## src/rtl/fm_pkg.sv

```systemverilog
// Shared types and defaults for the FM sample scheduler and its valid-delay line.
package fm_pkg;

   localparam int unsigned FM_WIDTH      = 32;
   localparam int unsigned FM_DIV_W      = 16;
   localparam int unsigned FM_LATENCY    = 8;
   localparam int unsigned FM_UNDERRUN_W = 16;

   typedef enum logic [1:0] {
      ST_IDLE  = 2'd0,
      ST_RUN   = 2'd1,
      ST_DRAIN = 2'd2
   } sched_state_e;

   typedef logic signed [FM_WIDTH-1:0] sample_t;

   // Saturating +1 for the missed-tick counter.
   function automatic logic [FM_UNDERRUN_W-1:0] sat_inc(input logic [FM_UNDERRUN_W-1:0] v);
      return (&v) ? v : v + FM_UNDERRUN_W'(1);
   endfunction

endpackage

```

## src/rtl/fm_valid_delay.sv

```systemverilog
// LATENCY-deep 1-bit shift register tracking which core pipeline slots carry a real sample.
module fm_valid_delay #(
   parameter int unsigned LATENCY = 8
) (
   input  logic clk,
   input  logic rst_n,
   input  logic shift_i,
   output logic valid_o
);

   logic [LATENCY-1:0] sr_q;

   always_ff @(posedge clk or negedge rst_n) begin
      if (!rst_n) begin
         sr_q <= '0;
      end else begin
         sr_q <= LATENCY'({sr_q, shift_i});
      end
   end

   assign valid_o = sr_q[LATENCY-1];

endmodule

```

## src/rtl/fm_sample_scheduler.sv

```systemverilog
// Paces source samples into the external FMCore/DeFMCore pipeline at a programmable rate
// and strobes the demodulated result when the matching sample emerges.
module fm_sample_scheduler
   import fm_pkg::*;
#(
   parameter int unsigned WIDTH   = FM_WIDTH,
   parameter int unsigned DIV_W   = FM_DIV_W,
   parameter int unsigned LATENCY = FM_LATENCY
) (
   input  logic                     clock,
   input  logic                     reset,
   input  logic                     io_start,
   input  logic                     io_stop,
   input  logic [DIV_W-1:0]         io_rate_div,
   input  logic                     io_in_valid,
   output logic                     io_in_ready,
   input  logic [WIDTH-1:0]         io_in_value,
   output logic [WIDTH-1:0]         io_core_in_value,
   input  logic [WIDTH-1:0]         io_core_out_value,
   output logic                     io_out_valid,
   output logic [WIDTH-1:0]         io_out_value,
   output logic                     io_busy,
   output logic [FM_UNDERRUN_W-1:0] io_underrun
);

   localparam int unsigned DRAIN_W = (LATENCY > 1) ? $clog2(LATENCY) : 1;

   sched_state_e             state_q, state_d;
   logic [DIV_W-1:0]         div_q, div_d;
   logic [DIV_W-1:0]         cnt_q, cnt_d;
   logic [DRAIN_W-1:0]       drain_q, drain_d;
   logic [WIDTH-1:0]         core_in_q, core_in_d;
   logic [FM_UNDERRUN_W-1:0] underrun_q, underrun_d;
   logic                     out_valid_q;
   logic                     tick_c;
   logic                     push_c;
   logic                     dly_valid_c;

   always_ff @(posedge clock or negedge reset) begin
      if (!reset) begin
         state_q     <= ST_IDLE;
         div_q       <= '0;
         cnt_q       <= '0;
         drain_q     <= '0;
         core_in_q   <= '0;
         underrun_q  <= '0;
         out_valid_q <= 1'b0;
      end else begin
         state_q     <= state_d;
         div_q       <= div_d;
         cnt_q       <= cnt_d;
         drain_q     <= drain_d;
         core_in_q   <= core_in_d;
         underrun_q  <= underrun_d;
         out_valid_q <= dly_valid_c;
      end
   end

   always_comb begin
      state_d    = state_q;
      div_d      = div_q;
      cnt_d      = cnt_q;
      drain_d    = drain_q;
      core_in_d  = core_in_q;
      underrun_d = underrun_q;
      push_c     = 1'b0;
      tick_c     = (state_q == ST_RUN) && (cnt_q == div_q);

      case (state_q)
         ST_IDLE: begin
            if (io_start) begin
               state_d    = ST_RUN;
               div_d      = io_rate_div;
               cnt_d      = '0;
               underrun_d = '0;
            end
         end
         ST_RUN: begin
            // A stop wins over a coincident tick: nothing is issued or counted as missed.
            if (io_stop) begin
               state_d = ST_DRAIN;
               drain_d = '0;
            end else begin
               cnt_d = tick_c ? '0 : cnt_q + DIV_W'(1);
               if (tick_c) begin
                  if (io_in_valid) begin
                     push_c    = 1'b1;
                     core_in_d = io_in_value;
                  end else begin
                     underrun_d = sat_inc(underrun_q);
                  end
               end
            end
         end
         ST_DRAIN: begin
            if (drain_q == DRAIN_W'(LATENCY - 1)) begin
               state_d   = ST_IDLE;
               core_in_d = '0;
            end else begin
               drain_d = drain_q + DRAIN_W'(1);
            end
         end
         default: begin
            state_d = ST_IDLE;
         end
      endcase
   end

   fm_valid_delay #(
      .LATENCY (LATENCY)
   ) u_valid_delay (
      .clk     (clock),
      .rst_n   (reset),
      .shift_i (push_c),
      .valid_o (dly_valid_c)
   );

   assign io_in_ready      = tick_c & ~io_stop;
   assign io_core_in_value = core_in_q;
   assign io_out_valid     = out_valid_q;
   // Data is gated by the strobe so the output bus reads zero whenever no sample is presented.
   assign io_out_value     = out_valid_q ? io_core_out_value : '0;
   assign io_busy          = (state_q != ST_IDLE);
   assign io_underrun      = underrun_q;

endmodule

```

## config.mk

```make
export PLATFORM = sky130hd
export DESIGN_NAME = fm_sample_scheduler
export DESIGN_NICKNAME = d
export VERILOG_FILES = /design/src/rtl/fm_pkg.sv /design/src/rtl/fm_valid_delay.sv /design/src/rtl/fm_sample_scheduler.sv
export SDC_FILE = /design/constraint.sdc
export NUM_CORES = 1
export LEC_CHECK = 0
export ABC_AREA = 1
export BUFFER_PORTS_ARGS = -buffer_cell sky130_fd_sc_hd__buf_2
export CORE_MARGIN = 10
export CORE_UTILIZATION = 40
export CTS_BUF_LIST = sky130_fd_sc_hd__clkbuf_16
export CTS_CLUSTER_DIAMETER = 30
export DETAILED_ROUTE_END_ITERATION = 6
export PLACE_DENSITY = 0.71
export SYNTH_ARGS = -nofsm -noshare
export SYNTH_HDL_FRONTEND = slang
export SYNTH_SLANG_ARGS = --single-unit
```

## constraint.sdc

```tcl
create_clock -name clock -period 1.9 [get_ports clock]
set_clock_uncertainty 0.15 [all_clocks]
set_input_delay 0.19 -clock clock [delete_from_list [all_inputs] [get_ports clock]]
set_output_delay 0.19 -clock clock [all_outputs]
set_load 0.02 [all_outputs]
```

* Yosys cells after proc, flatten, opt, wreduce, memory -nomap -nowiden
Cells that the tools add are included.
Storage, ports and cells: register bits 94, word-level logic and storage cells 64, output and inout bits 83, input port bits 85
Operators by class: equal/unequal tests 13, add/subtract/negate cells 3, reductions and logical operators 12, bitwise logic cells 2, muxes and demuxes 26
Operator list (number):
- $mux W32 | 5
- $mux W16 | 7
- $pmux W16 S2 | 2
- $pmux W32 S2 | 1
- $add A16 B1 Y16 const B | 2
- $ne A2 B2 Y1 const B | 9
- $eq A16 B16 Y1 | 1
- $reduce_and A16 Y1 | 1
- $reduce_and A3 Y1 | 3
- $mux W2 | 3
- $mux W3 | 2
- $pmux W2 S3 | 1
- $pmux W3 S2 | 1
- $reduce_and A6 Y1 | 1
- $reduce_bool A2 Y1 | 3
- $reduce_and A5 Y1 | 1
- $mux W1 | 4
- $add A3 B1 Y3 const B | 1
- $eq A3 B3 Y1 const B | 1
- $eq A2 B1 Y1 const B | 1
- $eq A2 B2 Y1 const B | 1
- $logic_not A2 Y1 | 1
- $reduce_and A2 Y1 | 1
- $and A1 B1 Y1 | 1
- 2 further kinds | 2

* Longest topological paths before layout
Gate-level depths: netlist of the first run.
depth in word-level cells 6, mapped depth 12

* By module
A second synthesis of the first run with hierarchy kept.
Unflattened totals: cell total of the unflattened synthesis 736, area, all modules 5213.8 um2
By module, submodules not included:
- fm_sample_scheduler | times used 1, sequential area each 2152.1 um2, area an instance 5013.6 um2, cells an instance 728
- fm_valid_delay | times used 1, sequential area each 200.2 um2, area an instance 200.2 um2, cells an instance 8

* Worst setup path after synthesis of the first run
Ideal clock, no wire load.
path kind register to register, start register underrun_q[0] (netlist: io_underrun[0]), end register underrun_q[0] (netlist: io_underrun[0]), path slack -0.019 ns, period minus slack after synthesis 1.919 ns, data arrival time 1.651 ns, data required time 1.632 ns, cell stages (with the launch flop) 10, setup time 0.118 ns, path buffers 1, cells stage by stage dfrtp_1 ha_1 nand2_1 nor2_1 nand3_1 nor3_2 nor2_4 buf_4 nand3_1 nand2_1
Between the ends: word-level cells in the longest chain between the ends 6, elaborated cells between the ends (all ways) 9, classes of those cells add/sub: 1; eq/ne: 1; mux: 5; reduce/logical: 2
RTL lines:
- start: declaration | RTL line fm_sample_scheduler.sv:33 | logic [FM_UNDERRUN_W-1:0] underrun_q, underrun_d;
- start signal: assignment | RTL line fm_sample_scheduler.sv:54 | underrun_q <= underrun_d;
- $add A16 B1 Y16 | RTL line fm_pkg.sv:19 | return (&v) ? v : v + FM_UNDERRUN_W'(1);
- $mux W16 | RTL line fm_pkg.sv:19
- $mux W16 | RTL line fm_sample_scheduler.sv:86 | if (io_in_valid) begin
- $mux W16 | RTL line fm_sample_scheduler.sv:85 | if (tick_c) begin
- $mux W16 | RTL line fm_sample_scheduler.sv:80 | if (io_stop) begin
- $pmux W16 S2 | RTL line fm_sample_scheduler.sv:69 | case (state_q)
Several ways; a longest one is shown, not always the timed one. The select of a mux whose other input is x is not followed. A chain may end at the register's enable or synchronous reset.

* Worst setup path after layout of the first run
start register div_q[1], end output io_in_ready
Between the ends: word-level cells in the longest chain between the ends 3
RTL lines:
- start: declaration | RTL line fm_sample_scheduler.sv:29 | logic [DIV_W-1:0] div_q, div_d;
- start signal: assignment | RTL line fm_sample_scheduler.sv:50 | div_q <= div_d;
- $eq A16 B16 Y1 | RTL line fm_sample_scheduler.sv:67 | tick_c = (state_q == ST_RUN) && (cnt_q == div_q);
- $logic_and A1 B1 Y1 | RTL line fm_sample_scheduler.sv:67
- $and A1 B1 Y1 | RTL line fm_sample_scheduler.sv:118 | assign io_in_ready = tick_c & ~io_stop;
- end: declaration | RTL line fm_sample_scheduler.sv:16 | output logic io_in_ready,
No other way between the ends.

==> results.json, run 1 <==
{
  "dieArea_sq_mm": 0.0181,
  "ys_warn_count": 0,
  "crit_path_start_kind": "flop",
  "synthFlopType": "dfrtp_1",
  "die_h_microns": 135,
  "hold_ws_ps": 11.6,
  "avgSynthCellArea_sq_um": 6.94,
  "cts.sinks": 94,
  "grt.total_usage_pct": 16.2,
  "dp_cells": 1106,
  "drt_iter0_drc": 374,
  "clk_pin_slew_ps": 70,
  "nets": 1074,
  "place_congestion": 0.912,
  "syn-num-nets": 846,
  "grt_pass1_vias": 5026,
  "syn_to_final_growth_pct": 41.0,
  "ant_nets": 0,
  "cp_max_fo": 3,
  "hold_class": "in2reg",
  "cp.arrival_ps": 1560,
  "drcViolationCount": 0,
  "layout_setup_ws_ps": -2.01,
  "violations": "setup timing",
  "grt_max_degree": 36,
  "wl_per_cell_microns": 13.5,
  "h-tree-depth": 3,
  "drv_cap": 0,
  "end_kind": "primary output",
  "viasPerCell": 4.67,
  "synth_edf_count": 0,
  "syn-cell-area_sq_mm": 0.00525,
  "diodes": 0,
  "num_rows": 41,
  "cts_buffers": 9,
  "antenna_found_initial": 0,
  "synth-seq-cells": 94,
  "synth.yosys.seq_area_share_pct": 44.8,
  "final_hold_viol_count": 0,
  "fin_cells": 1162,
  "worstPathRequired_ps": 1560,
  "finalSetupViolCount": 1,
  "status": "finished, violations left",
  "fmax_mhz": 526,
  "peakVddDrop_mv": 0.696,
  "ys_async_sr_fraction_pct": 100,
  "fillers": 1152,
  "grt_pass1_wl_microns": 24400,
  "fin_area_sq_mm": 0.00740,
  "syn-instance-count": 757,
  "drtPass1Iterations": 4,
  "synth_cell_types": 30,
  "finalMaxSlewViolations": 0,
  "worst_pin_slew_ps": 550,
  "postPlaceCellArea_sq_mm": 0.00647,
  "dp_hpwl_microns": 11200,
  "critical_path_class": "reg2out",
  "fin_crit_sh_pct": 100,
  "start_util_pct": 41.3,
  "wirelength_microns": 15700,
  "via_count": 5425,
  "cts_tree": "yes",
  "overflow": 0,
  "final_util_pct": 58.2,
  "grt_setup_unrepaired": "yes",
  "port-buffer-count": 167,
  "p_leak_nw": 4.32,
  "die_x_microns": 135,
  "clockBufferDepth": 2,
  "finalCriticalPeriod_ps": 1900,
  "slew_headroom_pct": 63.3,
  "io-pin-count": 168,
  "powerDensity_mw_per_mm2": 1220,
  "clk_latency_ps": 340,
  "core_area_sq_mm": 0.0127,
  "fin_tns_setup_ps": -2.01,
  "root_buffer": "clkbuf_16",
  "drive_above_1_share_pct": 31.3
}
[worst max-delay path: stages (launching register included)]
cell	delay (ps)
dfrtp_1	410
nor2_1	110
nor2_1	60
nor2_2	110
nand2_1	70
nor2_2	150
nand2_4	90
nor2_4	100
buf_6	130
[stage by stage]
step	setup WS [ps]	total power, mW
after global placement	78.6	6.41
after global routing	-89.0	9.60
final	-2.01	9.00
after CTS	-73.3	8.38
after detailed placement	57.0	6.47
after floorplan	16.7	5.27
[cell families after synthesis]
family,Yosys count,share of synthesized area (%)
compound gates,36,3.62
xor+xnor,12,2.00
fa+ha+maj,4,0.953
buf+inv,140,11.1
flops,94,44.8
simple gates,471,37.5
[flip-flops by register name, summed over array words and instances (netlist names)]
| signal | cells |
|---|---|
| div_q | 16 |
| io_out_valid | 1 |
| io_underrun | 16 |
| cnt_q | 16 |
| drain_q | 3 |
| state_q | 2 |
| io_core_in_value | 32 |
| u_valid_delay.sr_q | 8 |
[cell usage after synthesis, types with 5 or more instances]
master,number,area (sq um)
nand2_1,273,1020
inv_1,102,383
nor2_1,99,372
dfrtp_1,94,2350
nand3_1,66,330
o21ai_0,22,110
a21oi_1,11,55.1
inv_2,11,41.3
clkbuf_1,10,37.5
xor2_1,10,87.6
nand4_1,9,56.3
buf_2,8,40.0
buf_4,5,37.5
nand2_2,5,31.3
nor3_1,5,25.0
[cell type report]
| type | instances | area (sq um) | share of cell area, % |
|---|---|---|---|
| clock inverters | 7 | 67.6 | 0.913 |
| inverters | 113 | 424 | 5.73 |
| multi-input cells | 524 | 2530 | 34.1 |
| repair buffers | 243 | 1590 | 21.4 |
| flip-flops and latches | 94 | 2360 | 31.8 |
| clock buffers | 9 | 225 | 3.04 |
| well taps | 172 | 215 | 2.91 |
[what timing repair did]
item                                   in CTS  in global routing
resized for setup                           9                 56
setup buffers                               9                  9
endpoints found under the hold margin      49                  0
gates cloned                                0                  4
setup endpoints to repair                   2                 53
pin swaps                                   7                 11
hold buffers                               19                  0
[path summary, 6_finish.rpt]
check | start | cells past startpoint | to | slack [ps]
max | div_q[1] | 8 | io_in_ready | -2
max in group asynchronous | reset | 3 | io_underrun[0] | 740
min | io_in_value[7] | 5 | io_core_in_value[7] | 10
min in group asynchronous | reset | 2 | io_core_in_value[15] | 210
max reg2reg | div_q[1] | 12 | io_core_in_value[26] | 30
min reg2reg | u_valid_delay.sr_q[4] | 0 | u_valid_delay.sr_q[5] | 200
[layer usage]
layer | wire [microns] | track usage, % | share of wire [%] | vias up
li1 | - | - | - | 2749
met2 | 7340 | 26.4 | 47 | 184
met3 | 1110 | 4.30 | 7.1 | 21
met1 | 6870 | 19.9 | 44 | 2471
met4 | 373 | 6.47 | 2.4 | 0
met5 | 0 | 0 | 0 | -
[where the power goes]
group          internal (mW)  switching, mW  total, mW
Combinational           1.59           2.69       4.28
Clock                   1.02          0.776       1.79
Sequential              2.55          0.379       2.93
[cells in the final DEF, fill, tap and decap left out, drive strengths merged, types with 10 or more instances in the layout]
master and count:
inv 116, xor2 10, buf 221, o21ai 22, clkbuf 12, nand3 67, dfrtp 94, nand2 281
a21oi 12, nor2 104, dlygate4sd3 19
(Power assumes the default switching activity.)
==> run 2: changes to the inputs <==
--- a/config.mk
+++ b/config.mk
@@ -12,7 +12,7 @@
 export CTS_BUF_LIST = sky130_fd_sc_hd__clkbuf_16
 export CTS_CLUSTER_DIAMETER = 30
 export DETAILED_ROUTE_END_ITERATION = 6
-export PLACE_DENSITY = 0.71
+export PLACE_DENSITY = 0.68
 export SYNTH_ARGS = -nofsm -noshare
 export SYNTH_HDL_FRONTEND = slang
 export SYNTH_SLANG_ARGS = --single-unit
==> constraint.sdc (replaced) <==
create_clock -name clock -period 2.1 [get_ports clock]
set_clock_uncertainty 0.15 [all_clocks]
set_input_delay 0.21 -clock clock [delete_from_list [all_inputs] [get_ports clock]]
set_output_delay 0.21 -clock clock [all_outputs]
set_load 0.02 [all_outputs]
==> run 2 against run 1 <==
  * The flow now finishes without violations
  * Critical endpoint unchanged
  * Combinational power is 24% lower
  * Sequential share of layout area up 2.3 points
  * Global-route usage down 0.18 points
  * Total power down 17%
  * Worst hold slack improved by 27 ps
==> results.json, run 2 (synthesized netlist as in run 1, its figures left out) <==
{
  "drive_above_1_share_pct": 26.4,
  "drt_iter0_drc": 428,
  "num_rows": 41,
  "fillers": 1231,
  "overflow": 0,
  "crit_path_cell_trace": "nor2_1, nor2_1, nor2_1, nand2_1, nor2_2, nand2_2, buf_6, nor2_4, buf_6",
  "powerDensity_mw_per_mm2": 1070,
  "drtPass1Iterations": 5,
  "final_common_cell": "nand2_1",
  "antenna_found_initial": 0,
  "pre_cts_slack_ps": -91.8,
  "finalCriticalPeriod_ps": 2050,
  "pwr-share-seq_pct": 35.0,
  "endpoint": "io_in_ready",
  "dp_hpwl_microns": 11000,
  "status": "completed",
  "end_kind": "primary output",
  "core_area_sq_mm": 0.0127,
  "clk_pin_slew_ps": 70,
  "cts.sinks": 94,
  "grt_pass1_vias": 4947,
  "reg2regPathDepth": 9,
  "largest_reg_flops": 32,
  "cts_buffers": 9,
  "p_sw_mw": 3.12,
  "grt_max_degree": 42,
  "wl_per_cell_microns": 13.1,
  "grt.total_usage_pct": 16.0,
  "reg2reg_to": "io_underrun[4]",
  "pwr-share-comb_pct": 43.8,
  "critical_path_class": "reg2out",
  "drv_cap": 0,
  "hold_ws_ps": 38.5,
  "final_util_pct": 54.5,
  "r2r_start": "io_underrun[1]",
  "cts_tree": "yes",
  "cp.arrival_ps": 1690,
  "grt_pass1_wl_microns": 24300,
  "cp_max_fo": 8,
  "io-pin-count": 168,
  "fmax_mhz": 487,
  "die_x_microns": 135,
  "via_count": 5228,
  "multi_input_area_sq_mm": 0.00233,
  "drcViolationCount": 0,
  "nets": 1048,
  "power.share.switching_pct": 41.9,
  "rrSetupSlack_ps": 160,
  "total_power_mw": 7.45,
  "crit_path_start_kind": "flop",
  "critical_path.slowest_cell": "dfrtp_2",
  "finalMaxSlewViolations": 0,
  "wirelength_microns": 14900,
  "port-buffer-count": 167,
  "die_h_microns": 135,
  "critPathMaxStageDelay_ps": 410,
  "diodes": 0,
  "fin_tns_setup_ps": 0,
  "layout_setup_ws_ps": 46.1,
  "crit_start": "cnt_q[9]",
  "slew_headroom_pct": 64.2,
  "fin_crit_sh_pct": 97.8,
  "final_hold_viol_count": 0,
  "seqCellArea_sq_mm": 0.00237,
  "root_buffer": "clkbuf_16",
  "syn_to_final_growth_pct": 32.1,
  "start_util_pct": 41.3,
  "intPower_mw": 4.33,
  "p_leak_nw": 4.04,
  "worstPathRequired_ps": 1740,
  "place_congestion": 0.982,
  "h-tree-depth": 3,
  "finalSetupViolCount": 0,
  "clockPowerShare_pct": 21.2,
  "layout_common_cells": "nand2_1, buf_2, inv_1, nor2_1, dfrtp_1",
  "dieArea_sq_mm": 0.0181,
  "ant_nets": 0,
  "hold_class": "in2reg",
  "clk_latency_ps": 330,
  "worst_pin_slew_ps": 536,
  "viasPerCell": 4.61,
  "cp_common_cell": "nor2_1",
  "clockBufferDepth": 2,
  "peakVddDrop_mv": 0.684,
  "grt_setup_unrepaired": "yes"
}
## run 2: cell count changes in the layout (fill, tap and decap cells not counted), moves of 3 or more
cell / delta
clkbuf_16: -3
dfrtp_2: +8
clkinv_1: +3
nand2_2: -16
nand2_4: -10
dfrtp_1: -8
nand2_1: +27
nor2_2: -5
nor2_1: +6
buf_4: -21
## run 2: how the worst min path moves through the flow
| stage | start | slack, ps | depth (start not counted) | to |
|---|---|---|---|---|
| floorplan | reset | -240 | 0 | cnt_q[0] |
| global placement | reset | -20 | 1 | io_core_in_value[19] |
| detailed placement | reset | -20 | 1 | io_core_in_value[19] |
| CTS | io_in_value[12] | 30 | 5 | io_core_in_value[12] |
| global route | io_in_value[0] | 50 | 5 | io_core_in_value[0] |
| finish | io_in_value[16] | 40 | 5 | io_core_in_value[16] |
## run 2: repair_timing
action                                  4_1_cts  5_1_grt
hold buffers                                 18        0
cloned                                        0        0
resized for setup                             4       18
hold endpoints to repair                     79        0
endpoints found under the setup margin       33       39
pin swaps                                     0        3
buffers inserted                              0       11
## run 2: cell type report
class,count,share of cell area [%]
Clock buffer,9,3.25
Sequential cell,94,34.1
Tap cell,172,3.10
Timing Repair Buffer,218,19.0
Clock inverter,6,0.776
Inverter,113,6.11
Multi-Input combinational cell,523,33.6
## run 2: critical path: cells and delay by family, from the launching register on
kind / cells / cell delay [ps]
AND/OR/NAND/NOR: 7 / 680
flip-flops: 1 / 410
buffers and inverters: 2 / 280
## run 2: power groups by stage
stage	Clock [mW]	Sequential, mW	Combinational, mW
finish	1.58	2.61	3.26
global route	1.68	2.67	3.65
CTS	1.61	2.60	3.21
detailed placement	0	2.63	3.16
global placement	0	2.64	3.11
floorplan	0	2.94	1.83
## run 2: layer usage
layer  track usage (%)  vias to the layer above  wire length, microns
li1                  -                     2697                     -
met1              19.5                     2357                  6580
met2              26.3                      151                  6950
met3              4.53                       23                  1020
met4              5.93                        0                   344
met5                 0                        -                     0
## run 2: stage by stage
step	cells	instance area [sq um]
floorplan	757	5250
global placement	1091	6350
detailed placement	1091	6350
CTS	1124	6820
global route	1135	6940
finish	1135	6940
